### config.mk
export PLATFORM = sky130hd
export DESIGN_NAME = i2c_led_pwm_regs
export DESIGN_NICKNAME = d
export VERILOG_FILES = /design/src/rtl/i2c_led_pkg.sv /design/src/rtl/i2c_led_pwm_regs_core.sv /design/src/rtl/i2c_led_pwm_regs.sv
export SDC_FILE = /design/constraint.sdc
export NUM_CORES = 1
export LEC_CHECK = 0
export ABC_AREA = 1
export CAP_MARGIN = 25
export CORE_MARGIN = 8
export CORE_UTILIZATION = 53
export DETAILED_ROUTE_END_ITERATION = 10
export PLACE_DENSITY = 0.85
export REMOVE_ABC_BUFFERS = 1
export SYNTH_ARGS = -nofsm -noshare
export SYNTH_HDL_FRONTEND = slang
export SYNTH_HIERARCHICAL = 1
export SYNTH_SLANG_ARGS = --single-unit
### constraint.sdc
create_clock -name clock -period 1.7 [get_ports clock]
set_input_delay 0.34 -clock clock [delete_from_list [all_inputs] [get_ports clock]]
set_output_delay 0.34 -clock clock [all_outputs]
set_load 0.02 [all_outputs]
### src/rtl/i2c_led_pkg.sv
// Shared definitions for the I2C LED PWM register bank: register map
// addresses, CTRL bit positions and the register handshake state type.
package i2c_led_pkg;

  localparam logic [6:0] ADDR_ID        = 7'h00;
  localparam logic [6:0] ADDR_CTRL      = 7'h01;
  localparam logic [6:0] ADDR_CAPS      = 7'h02;
  localparam logic [6:0] ADDR_PRESCALE  = 7'h03;
  localparam logic [6:0] ADDR_DUTY_BASE = 7'h10;

  localparam int CTRL_ENABLE_BIT = 0;

  typedef enum logic [1:0] {
    IDLE         = 2'd0,
    ACK          = 2'd1,
    WAIT_RELEASE = 2'd2
  } hs_state_t;

endpackage

### src/rtl/i2c_led_pwm_regs_core.sv
// PWM engine: prescaler, shared PWM counter, shadow/active duty registers,
// per-channel comparators and registered, polarity-adjusted LED outputs.
module led_pwm_core #(
  parameter int NUM_CHANNELS      = 3,
  parameter int PWM_WIDTH         = 8,
  parameter int OUTPUT_ACTIVE_LOW = 1
) (
  input  logic                              clock,
  input  logic                              resetn,
  input  logic                              enable_i,
  input  logic [7:0]                        prescale_i,
  input  logic                              prescale_wr_i,
  input  logic                              duty_wr_i,
  input  logic [3:0]                        duty_idx_i,
  input  logic [PWM_WIDTH-1:0]              duty_data_i,
  output logic [NUM_CHANNELS*PWM_WIDTH-1:0] shadow_o,
  output logic [NUM_CHANNELS-1:0]           led_o
);

  // Last counter value before wrap: 2^PWM_WIDTH-2, so a full-scale duty is always lit.
  localparam logic [PWM_WIDTH-1:0] CNT_LAST = {{(PWM_WIDTH-1){1'b1}}, 1'b0};
  localparam logic                 POL      = (OUTPUT_ACTIVE_LOW != 0);

  logic [7:0]              presc_cnt_q, presc_cnt_d;
  logic [PWM_WIDTH-1:0]    pwm_cnt_q, pwm_cnt_d;
  logic [PWM_WIDTH-1:0]    shadow_q [NUM_CHANNELS];
  logic [PWM_WIDTH-1:0]    shadow_d [NUM_CHANNELS];
  logic [PWM_WIDTH-1:0]    active_q [NUM_CHANNELS];
  logic [PWM_WIDTH-1:0]    active_d [NUM_CHANNELS];
  logic [NUM_CHANNELS-1:0] led_q, led_d;
  logic                    tick, wrap;

  assign tick = (presc_cnt_q == prescale_i);
  assign wrap = tick && (pwm_cnt_q == CNT_LAST);

  // Next-state for prescaler, PWM counter, duty registers and LED drive.
  always_comb begin
    presc_cnt_d = presc_cnt_q + 8'd1;
    if (prescale_wr_i || tick) presc_cnt_d = 8'd0;

    pwm_cnt_d = pwm_cnt_q;
    if (tick) pwm_cnt_d = wrap ? '0 : pwm_cnt_q + 1'b1;

    // Active duties take the shadow value present before this edge's write,
    // so a write landing on the wrap edge waits for the next wrap.
    for (int i = 0; i < NUM_CHANNELS; i++) begin
      shadow_d[i] = shadow_q[i];
      if (duty_wr_i && (duty_idx_i == 4'(i))) shadow_d[i] = duty_data_i;
      active_d[i] = wrap ? shadow_q[i] : active_q[i];
      led_d[i]    = (enable_i && (pwm_cnt_q < active_q[i])) ^ POL;
    end
  end

  // State registers with synchronous active-low reset.
  always_ff @(posedge clock) begin
    if (!resetn) begin
      presc_cnt_q <= '0;
      pwm_cnt_q   <= '0;
      led_q       <= {NUM_CHANNELS{POL}};
      for (int i = 0; i < NUM_CHANNELS; i++) begin
        shadow_q[i] <= '0;
        active_q[i] <= '0;
      end
    end else begin
      presc_cnt_q <= presc_cnt_d;
      pwm_cnt_q   <= pwm_cnt_d;
      led_q       <= led_d;
      for (int i = 0; i < NUM_CHANNELS; i++) begin
        shadow_q[i] <= shadow_d[i];
        active_q[i] <= active_d[i];
      end
    end
  end

  // Flatten shadow duties for register readback.
  always_comb begin
    shadow_o = '0;
    for (int i = 0; i < NUM_CHANNELS; i++) shadow_o[i*PWM_WIDTH +: PWM_WIDTH] = shadow_q[i];
  end

  assign led_o = led_q;

endmodule

### src/rtl/i2c_led_pwm_regs.sv
// Register bank between i2c_slave and the LED pins: handshake FSM, register
// decode/readback, and the PWM engine instance.
module i2c_led_pwm_regs
  import i2c_led_pkg::*;
#(
  parameter int         NUM_CHANNELS      = 3,
  parameter int         PWM_WIDTH         = 8,
  parameter int         OUTPUT_ACTIVE_LOW = 1,
  parameter logic [7:0] ID_VALUE          = 8'hA5
) (
  input  logic                    clock,
  input  logic                    resetn,
  input  logic [6:0]              reg_address,
  input  logic                    reg_is_write,
  input  logic                    reg_request,
  input  logic [7:0]              reg_write_data,
  output logic                    reg_response,
  output logic [7:0]              reg_read_data,
  output logic [NUM_CHANNELS-1:0] led_out,
  output logic [1:0]              hs_state_dbg
);

  localparam logic [7:0] CAPS_VALUE = {4'(PWM_WIDTH), 4'(NUM_CHANNELS - 1)};

  // Handshake: the requester raises reg_request with address/direction/data
  // stable and holds it until it sees reg_response. A transaction is accepted
  // on the edge where the FSM is IDLE and reg_request is high; reg_response is
  // high for exactly the following cycle; the FSM then waits for reg_request to
  // drop before it can accept again, so one held request yields one ACK.
  hs_state_t state_q, state_d;
  logic      accept;
  logic      wr_en, rd_en;

  logic       ctrl_en_q, ctrl_en_d;
  logic [7:0] prescale_q, prescale_d;
  logic [7:0] rdata_q, rdata_d;

  logic [6:0]                        duty_off;
  logic                              addr_is_duty;
  logic [3:0]                        duty_idx;
  logic [7:0]                        duty_rd;
  logic [NUM_CHANNELS*PWM_WIDTH-1:0] shadow_flat;

  // Handshake state register.
  always_ff @(posedge clock) begin
    if (!resetn) state_q <= IDLE;
    else         state_q <= state_d;
  end

  // Handshake next-state and accept strobe.
  always_comb begin
    state_d = state_q;
    accept  = 1'b0;
    case (state_q)
      IDLE: begin
        if (reg_request) begin
          state_d = ACK;
          accept  = 1'b1;
        end
      end
      ACK:          state_d = WAIT_RELEASE;
      WAIT_RELEASE: if (!reg_request) state_d = IDLE;
      default:      state_d = IDLE;
    endcase
  end

  assign reg_response = (state_q == ACK);
  assign hs_state_dbg = state_q;
  assign wr_en        = accept && reg_is_write;
  assign rd_en        = accept && !reg_is_write;

  assign duty_off     = reg_address - ADDR_DUTY_BASE;
  assign addr_is_duty = (reg_address >= ADDR_DUTY_BASE) && (duty_off < 7'(NUM_CHANNELS));
  assign duty_idx     = duty_off[3:0];

  // Select the shadow duty for readback, zero-extended to a byte.
  always_comb begin
    duty_rd = 8'h00;
    for (int i = 0; i < NUM_CHANNELS; i++) begin
      if (duty_idx == 4'(i)) duty_rd = 8'(shadow_flat[i*PWM_WIDTH +: PWM_WIDTH]);
    end
  end

  // Register writes and read-data capture on the accept edge.
  always_comb begin
    ctrl_en_d  = ctrl_en_q;
    prescale_d = prescale_q;
    rdata_d    = rdata_q;
    if (wr_en) begin
      case (reg_address)
        ADDR_CTRL:     ctrl_en_d  = reg_write_data[CTRL_ENABLE_BIT];
        ADDR_PRESCALE: prescale_d = reg_write_data;
        default:       ;
      endcase
    end
    if (rd_en) begin
      case (reg_address)
        ADDR_ID:       rdata_d = ID_VALUE;
        ADDR_CTRL:     rdata_d = {7'b0, ctrl_en_q};
        ADDR_CAPS:     rdata_d = CAPS_VALUE;
        ADDR_PRESCALE: rdata_d = prescale_q;
        default:       rdata_d = addr_is_duty ? duty_rd : 8'h00;
      endcase
    end
  end

  // Control/status registers.
  always_ff @(posedge clock) begin
    if (!resetn) begin
      ctrl_en_q  <= 1'b0;
      prescale_q <= 8'h00;
      rdata_q    <= 8'h00;
    end else begin
      ctrl_en_q  <= ctrl_en_d;
      prescale_q <= prescale_d;
      rdata_q    <= rdata_d;
    end
  end

  assign reg_read_data = rdata_q;

  led_pwm_core #(
    .NUM_CHANNELS      (NUM_CHANNELS),
    .PWM_WIDTH         (PWM_WIDTH),
    .OUTPUT_ACTIVE_LOW (OUTPUT_ACTIVE_LOW)
  ) u_core (
    .clock         (clock),
    .resetn        (resetn),
    .enable_i      (ctrl_en_q),
    .prescale_i    (prescale_q),
    .prescale_wr_i (wr_en && (reg_address == ADDR_PRESCALE)),
    .duty_wr_i     (wr_en && addr_is_duty),
    .duty_idx_i    (duty_idx),
    .duty_data_i   (reg_write_data[PWM_WIDTH-1:0]),
    .shadow_o      (shadow_flat),
    .led_o         (led_out)
  );

endmodule

==> results.toml, run 1 <==
[setup_path]
r2r_end = "u_core/shadow_q[0][17]"
cp_max_fo = 5
reg2reg_depth = 10
cp.arrival_ns = 1.98
worstPathRequired_ns = 1.95
crit_path_max_incr_delay_ns = 0.24
critical_path_class = "in2reg"
cp-start-kind = "input port"
r2r_start = "hs_state_dbg[1]"
reg2reg_slack_ns = 0.01
cp_cell_sequence = "dlygate4sd2_1 > inv_2 > ha_4 > inv_2 > nand2_1 > nand2_2 > nand2_2 > nor3_2 > inv_1 > nor2_4 > nand3_4 > o21ai_1 > a21oi_2"
cp_slowest_cell = "nor2_4"
crit_path_end_kind = "flop"

[synthesis]
synth.ff_latch_count = 86
synthesis.instances = 688
synth-xor-area-share_pct = 1.67
ys_types = 27
synth-simple-area-share_pct = 32.3
synth_top_family_by_area = "simple AND/OR/NAND/NOR gates"
yosysSeqAreaShare_pct = 36.5
synth_adder_area_share_pct = 6.89
avgSynthCellArea_sq_um = 6.86
synth_mux_area_share_pct = 0
synth-compound-area-share_pct = 10.3
syn-cell-area_sq_um = 4720
yosysWarnings = 6

[sta]
hold_violations = 0
rsz0062_at_grt = "yes"
final.min_clock_period_ns = 1.73
clock-skew-final_ns = 0.0135
setup_tns_ns = -0.0739
fin_ws_ns = -0.0295
setup_viol = 5
slew_viol_final = 0
worst_hold_slack_ns = 0.327
max-slew-margin-rel_pct = 78.2
worst_pin_slew_ns = 0.325
fin_crit_sh_pct = 102
max_freq_mhz = 578

[flow_run]
drv_cap = 0

[clock_network]
clk_latency_ns = 0.36
numCtsBuffers = 9
cts_hold_buf = 0
clockBufferDepth = 2
cts_tree = "done"
clock_sinks = 86
cts_root_buf = "clkbuf_8"
clk_pin_slew_ns = 0.09
cts.htree.levels = 3

[min_path]
hp-class = "in2reg"
hp-start = "resetn"
whs_endpoint = "u_core/active_q[0][13]"
hold_depth = 3

[grt]
antenna_found_initial = 0
grt_max_degree = 56
track_usage_pct = 20.9
grt-ovfl-total = 0
grt_pass1_vias = 4580
grt_pass1_wl_um = 20400

[pwr]
leakage_nw = 2.63
combPwrFrac_pct = 13.1
p_clk_share_pct = 34.9
power_density_nw_per_um2 = 669
p_switching_mw = 1.10
power.internal_mw = 2.85
seq_power_share_pct = 52.0
switching_share_pct = 27.8
ir_worst_vdd_mv = 0.511

[cells_and_area]
regArea_sq_um = 1720
drive_gt1_share_pct = 18.3
antenna_cells = 0
final_cell_mix = "nand2_1, inv_1, dfxtp_1"
mostFrequentLayoutCell = "nand2_1"
finish.utilization_pct = 67.9
fin_area_sq_um = 5890
multi_input_area_sq_um = 2630
fillers = 710
area_growth_pct = 24.7
nNetsFinal = 809

[routing]
vias = 4683
drtIter0Drc = 342
drtPass1Iterations = 5
final_antenna_net_count = 0
wl_per_cell_um = 14.2
drc = 0
vias_per_cell = 5.34
wl_um = 12500

[run_status]
status = "finished with violations"
violations = "negative setup slack"

[placement]
io_buffers = 32
hpwl_um = 8940
placed_area_sq_um = 5440
place.gp.congestion = 0.897

[floorplanning]
num_rows = 34
io_pins = 33
die_w_um = 110
core-area_sq_um = 8680
die_h_um = 110
start_util_pct = 54.4
die-area_sq_um = 12200
-- routing by layer --
| metal | routed length [um] | vias up | track usage [%] |
|---|---|---|---|
| met5 | 0 | - | 0 |
| met4 | 327 | 0 | 8.28 |
| met3 | 978 | 36 | 4.71 |
| met2 | 6120 | 183 | 37.3 |
| met1 | 5070 | 2137 | 23.7 |
| li1 | - | 2327 | - |
-- cell families after synthesis --
kind of cell,Yosys count
adders and majority gates,26
and+or+nand+nor,325
AOI/OAI and AO/OA,96
buffers and inverters,146
DFF,86
xor gates and xnor gates,9
-- cells in the mapped netlist --
library cell	n	area, sq um
dfxtp_1	86	1720
nand2_2	4	25.0
a211oi_1	3	22.5
clkbuf_1	6	22.5
nand2_1	134	503
buf_6	4	45.0
nor2_2	1	6.26
ha_1	26	325
a21oi_1	47	235
nor2_1	73	274
nor3_4	1	16.3
nand3_1	81	405
nor2_8	1	20.0
nor3_1	5	25.0
and3_1	2	12.5
buf_2	5	25.0
o21ai_0	46	230
inv_1	120	450
nor2_4	10	113
xnor2_1	2	17.5
nand2_4	1	11.3
nand3_2	4	40.0
nand3_4	2	35.0
xor2_1	7	61.3
buf_1	4	15.0
nand4_1	6	37.5
inv_2	7	26.3
-- worst max-delay path by stage --
| stage | startpoint | endpoint | slack, ns | depth (start not counted) |
|---|---|---|---|---|
| after floorplan | u_core/pwm_cnt_q[1] | u_core/pwm_cnt_q[1] | -0.23 | 6 |
| after CTS | reg_address[3] | u_core/shadow_q[0][11] | 0.00004 | 7 |
| after global routing | reg_address[5] | u_core/shadow_q[0][17] | -0.08 | 13 |
| after global placement | reg_address[4] | u_core/shadow_q[0][20] | -0.68 | 13 |
| final | reg_address[5] | u_core/shadow_q[0][17] | -0.03 | 13 |
| after detailed placement | reg_address[4] | u_core/shadow_q[0][2] | -0.78 | 13 |
-- flip-flops by register name, summed over array words and instances, names as in the netlist --
| register | cells |
|---|---|
| u_core/pwm_cnt_q | 8 |
| ctrl_en_q | 1 |
| u_core/shadow_q | 24 |
| u_core/active_q | 24 |
| u_core/presc_cnt_q | 8 |
| hs_state_dbg | 2 |
| prescale_q | 8 |
| u_core/led_o | 3 |
| reg_read_data | 8 |
-- cell type report --
| type | instances | area share, % |
|---|---|---|
| tap | 108 | 2.29 |
| inverter | 127 | 8.09 |
| clock buffer | 10 | 2.34 |
| sequential | 86 | 29.3 |
| multi-input combinational | 458 | 44.6 |
| timing repair buffer | 82 | 12.5 |
| clock inverter | 6 | 0.892 |
-- metrics by stage --
step | worst slack (ns) | std cells | total power, mW
6_report | -0.0295 | 877 | 3.94
5_1_grt | -0.0771 | 877 | 4.11
4_1_cts | 0.0000446 | 875 | 3.94
3_5_place_dp | -0.776 | 856 | 2.57
3_3_place_gp | -0.677 | 856 | 2.55
2_1_floorplan | -0.228 | 669 | 2.32
-- power groups by stage --
| stage | Clock, mW | Combinational, mW | Sequential (mW) |
|---|---|---|---|
| floorplan | 0 | 0.195 | 2.12 |
| global route | 1.49 | 0.560 | 2.05 |
| CTS | 1.40 | 0.490 | 2.05 |
| finish | 1.37 | 0.517 | 2.05 |
| detailed placement | 0 | 0.471 | 2.10 |
| global placement | 0 | 0.453 | 2.10 |
-- critical path: cells and delay by family --
kind            cells  cell delay [ns]
simple gates        6             0.78
buf+inv             4             0.41
compound gates      2             0.28
fa+ha+maj           1             0.17
-- timing repair --
action | CTS | global route
buffers inserted | 1 | 2
setup endpoints to repair | 26 | 57
cloned | 2 | 0
pin swaps | 8 | 18
resized for setup | 44 | 45
Power figures use the tool's default switching activity.
==> run 2, diff against run 1 <==
- clock period: 1.7 -> 1.5 ns (I/O delays scaled with it)
==> results.toml, run 2 (synthesis gave the netlist of run 1 again) <==
[flow_run]
drv_cap = 0

[sta]
rsz0062_at_grt = "yes"
setup_viol = 60
fin_crit_sh_pct = 121
final.min_clock_period_ns = 1.81
slew_viol_final = 0
max-slew-margin-rel_pct = 72.3
hold_violations = 0
fin_ws_ns = -0.315
clock-skew-final_ns = 0.0125
max_freq_mhz = 551
worst_pin_slew_ns = 0.415

[setup_path]
critical_path_class = "in2reg"
crit_family = "simple AND/OR/NAND/NOR gates"
cp_max_fo = 5
worstPathRequired_ns = 1.72
path_buf_inv = 4
crit_path_end_kind = "flop"
cp_slowest_cell = "o21ai_0"
cp.arrival_ns = 2.04
cp-start-kind = "input port"
cp_cell_sequence = "clkdlybuf4s15_1 > inv_2 > ha_4 > inv_2 > nand2_1 > nand2_1 > nand2_2 > nor3_4 > inv_2 > nor2_4 > nand3_2 > o21ai_0 > a21oi_1"
cpMostUsedCell = "inv_2"
crit_path_max_incr_delay_ns = 0.31

[routing]
wl_um = 15900
final_antenna_net_count = 0
drtIter0Drc = 484
drc = 0
drtPass1Iterations = 5
wl_per_cell_um = 17.7
vias = 5122
vias_per_cell = 5.70

[cells_and_area]
multi_input_area_sq_um = 3010
nNetsFinal = 829
area_growth_pct = 39.6
fin_cells = 898
fin_area_sq_um = 6590
fillers = 579
regArea_sq_um = 1760
mostFrequentLayoutCell = "nand2_1"
final_cell_mix = "nand2_1, inv_1, dfxtp_1"
drive_gt1_share_pct = 34.5
finish.utilization_pct = 76.0
reg_top3 = "u_core/active_q x24, u_core/shadow_q x24"

[floorplanning]
io_pins = 33
die-area_sq_um = 12200
die_w_um = 110
core-area_sq_um = 8680
start_util_pct = 54.4
num_rows = 34
die_h_um = 110

[pwr]
power_density_nw_per_um2 = 730
ir_worst_vdd_mv = 0.651
finalPower_mw = 4.81
leakage_nw = 2.83

[clock_network]
cts.htree.levels = 3
cts_root_buf = "clkbuf_8"
numCtsBuffers = 9
cts_tree = "done"
clk_pin_slew_ns = 0.10
clk_latency_ns = 0.36
clockBufferDepth = 2
clock_sinks = 86

[placement]
placed_area_sq_um = 5510
io_buffers = 32
hpwl_um = 9160
place_ws_ns = -0.983
placed_cells = 861
place.gp.congestion = 0.926

[grt]
antenna_found_initial = 1
grt_max_degree = 36
track_usage_pct = 21.7
grt-ovfl-total = 0
grt_pass1_vias = 4661
grt_pass1_wl_um = 21000

[run_status]
violations = "negative setup slack"
status = "finished with violations"

[min_path]
hp-class = "in2reg"
[run 2: cell types whose count changed in the layout (fill, tap and decap cells not counted), sizes merged]
| cell | before | now |
|---|---|---|
| clkdlybuf4s50 | 17 | 8 |
| inv | 130 | 127 |
| bufinv | 0 | 2 |
| buf | 51 | 69 |
| clkdlybuf4s15 | 0 | 2 |
| dlymetal6s2s | 7 | 4 |
| dlygate4sd2 | 5 | 15 |
| clkinvlp | 0 | 1 |
| clkbuf | 12 | 14 |
| diode | 0 | 1 |
[run 2: area by class of cell]
cell class | count | area share (%)
repair buffers | 102 | 15.2
multi-input cells | 458 | 45.6
inverters | 127 | 7.27
clock inverters | 6 | 1.31
well taps | 108 | 2.05
clock buffers | 10 | 1.94
diodes | 1 | 0.0380
flip-flops and latches | 86 | 26.6
[run 2: layer usage]
metal	up-vias	part of all wire, %	global-route usage, %
li1	2369	-	-
met1	2408	39	24.4
met2	264	50	37.4
met3	81	6.0	5.87
met4	0	4.7	10.3
met5	-	0	0
[run 2: worst paths after layout]
kind | from | endpoint | slack, ns | cells after the start
worst max-delay path | reg_address[5] | u_core/shadow_q[0][19] | -0.31 | 13
worst min-delay path | resetn | u_core/led_o[1] | 0.25 | 2
worst max register to register | hs_state_dbg[0] | u_core/shadow_q[0][19] | -0.30 | 10
worst min register to register | u_core/presc_cnt_q[0] | u_core/presc_cnt_q[0] | 0.46 | 1
[run 2: worst register-to-register path, delay by kind of cell (launching register included)]
family | cells | cell delay, ns
buf+inv | 3 | 0.21
compound gates | 2 | 0.41
flops | 1 | 0.34
simple gates | 5 | 0.71
[run 2: power breakdown]
group          total, mW  switching (mW)  leakage (nW)  internal [mW]
combinational      0.692           0.404          2.02          0.288
clock               1.80           0.860         0.106          0.937
sequential          2.32          0.0198         0.706           2.30
total               4.81            1.28          2.83           3.53
[run 2: stage by stage]
stage,TNS [ns],hold slack (ns)
floorplan,-18.07,0.394
global placement,-27.98,0.459
detailed placement,-32.68,0.465
CTS,-2.93,0.230
global route,-11.36,0.254
finish,-6.47,0.247
[run 2: repair_timing]
action | 4_1_cts | 5_1_grt
setup buffers | 5 | 9
cloned | 3 | 5
setup endpoints to repair | 82 | 78
gates resized for setup | 83 | 174
hold buffers | 0 | 0
pin swaps | 15 | 51
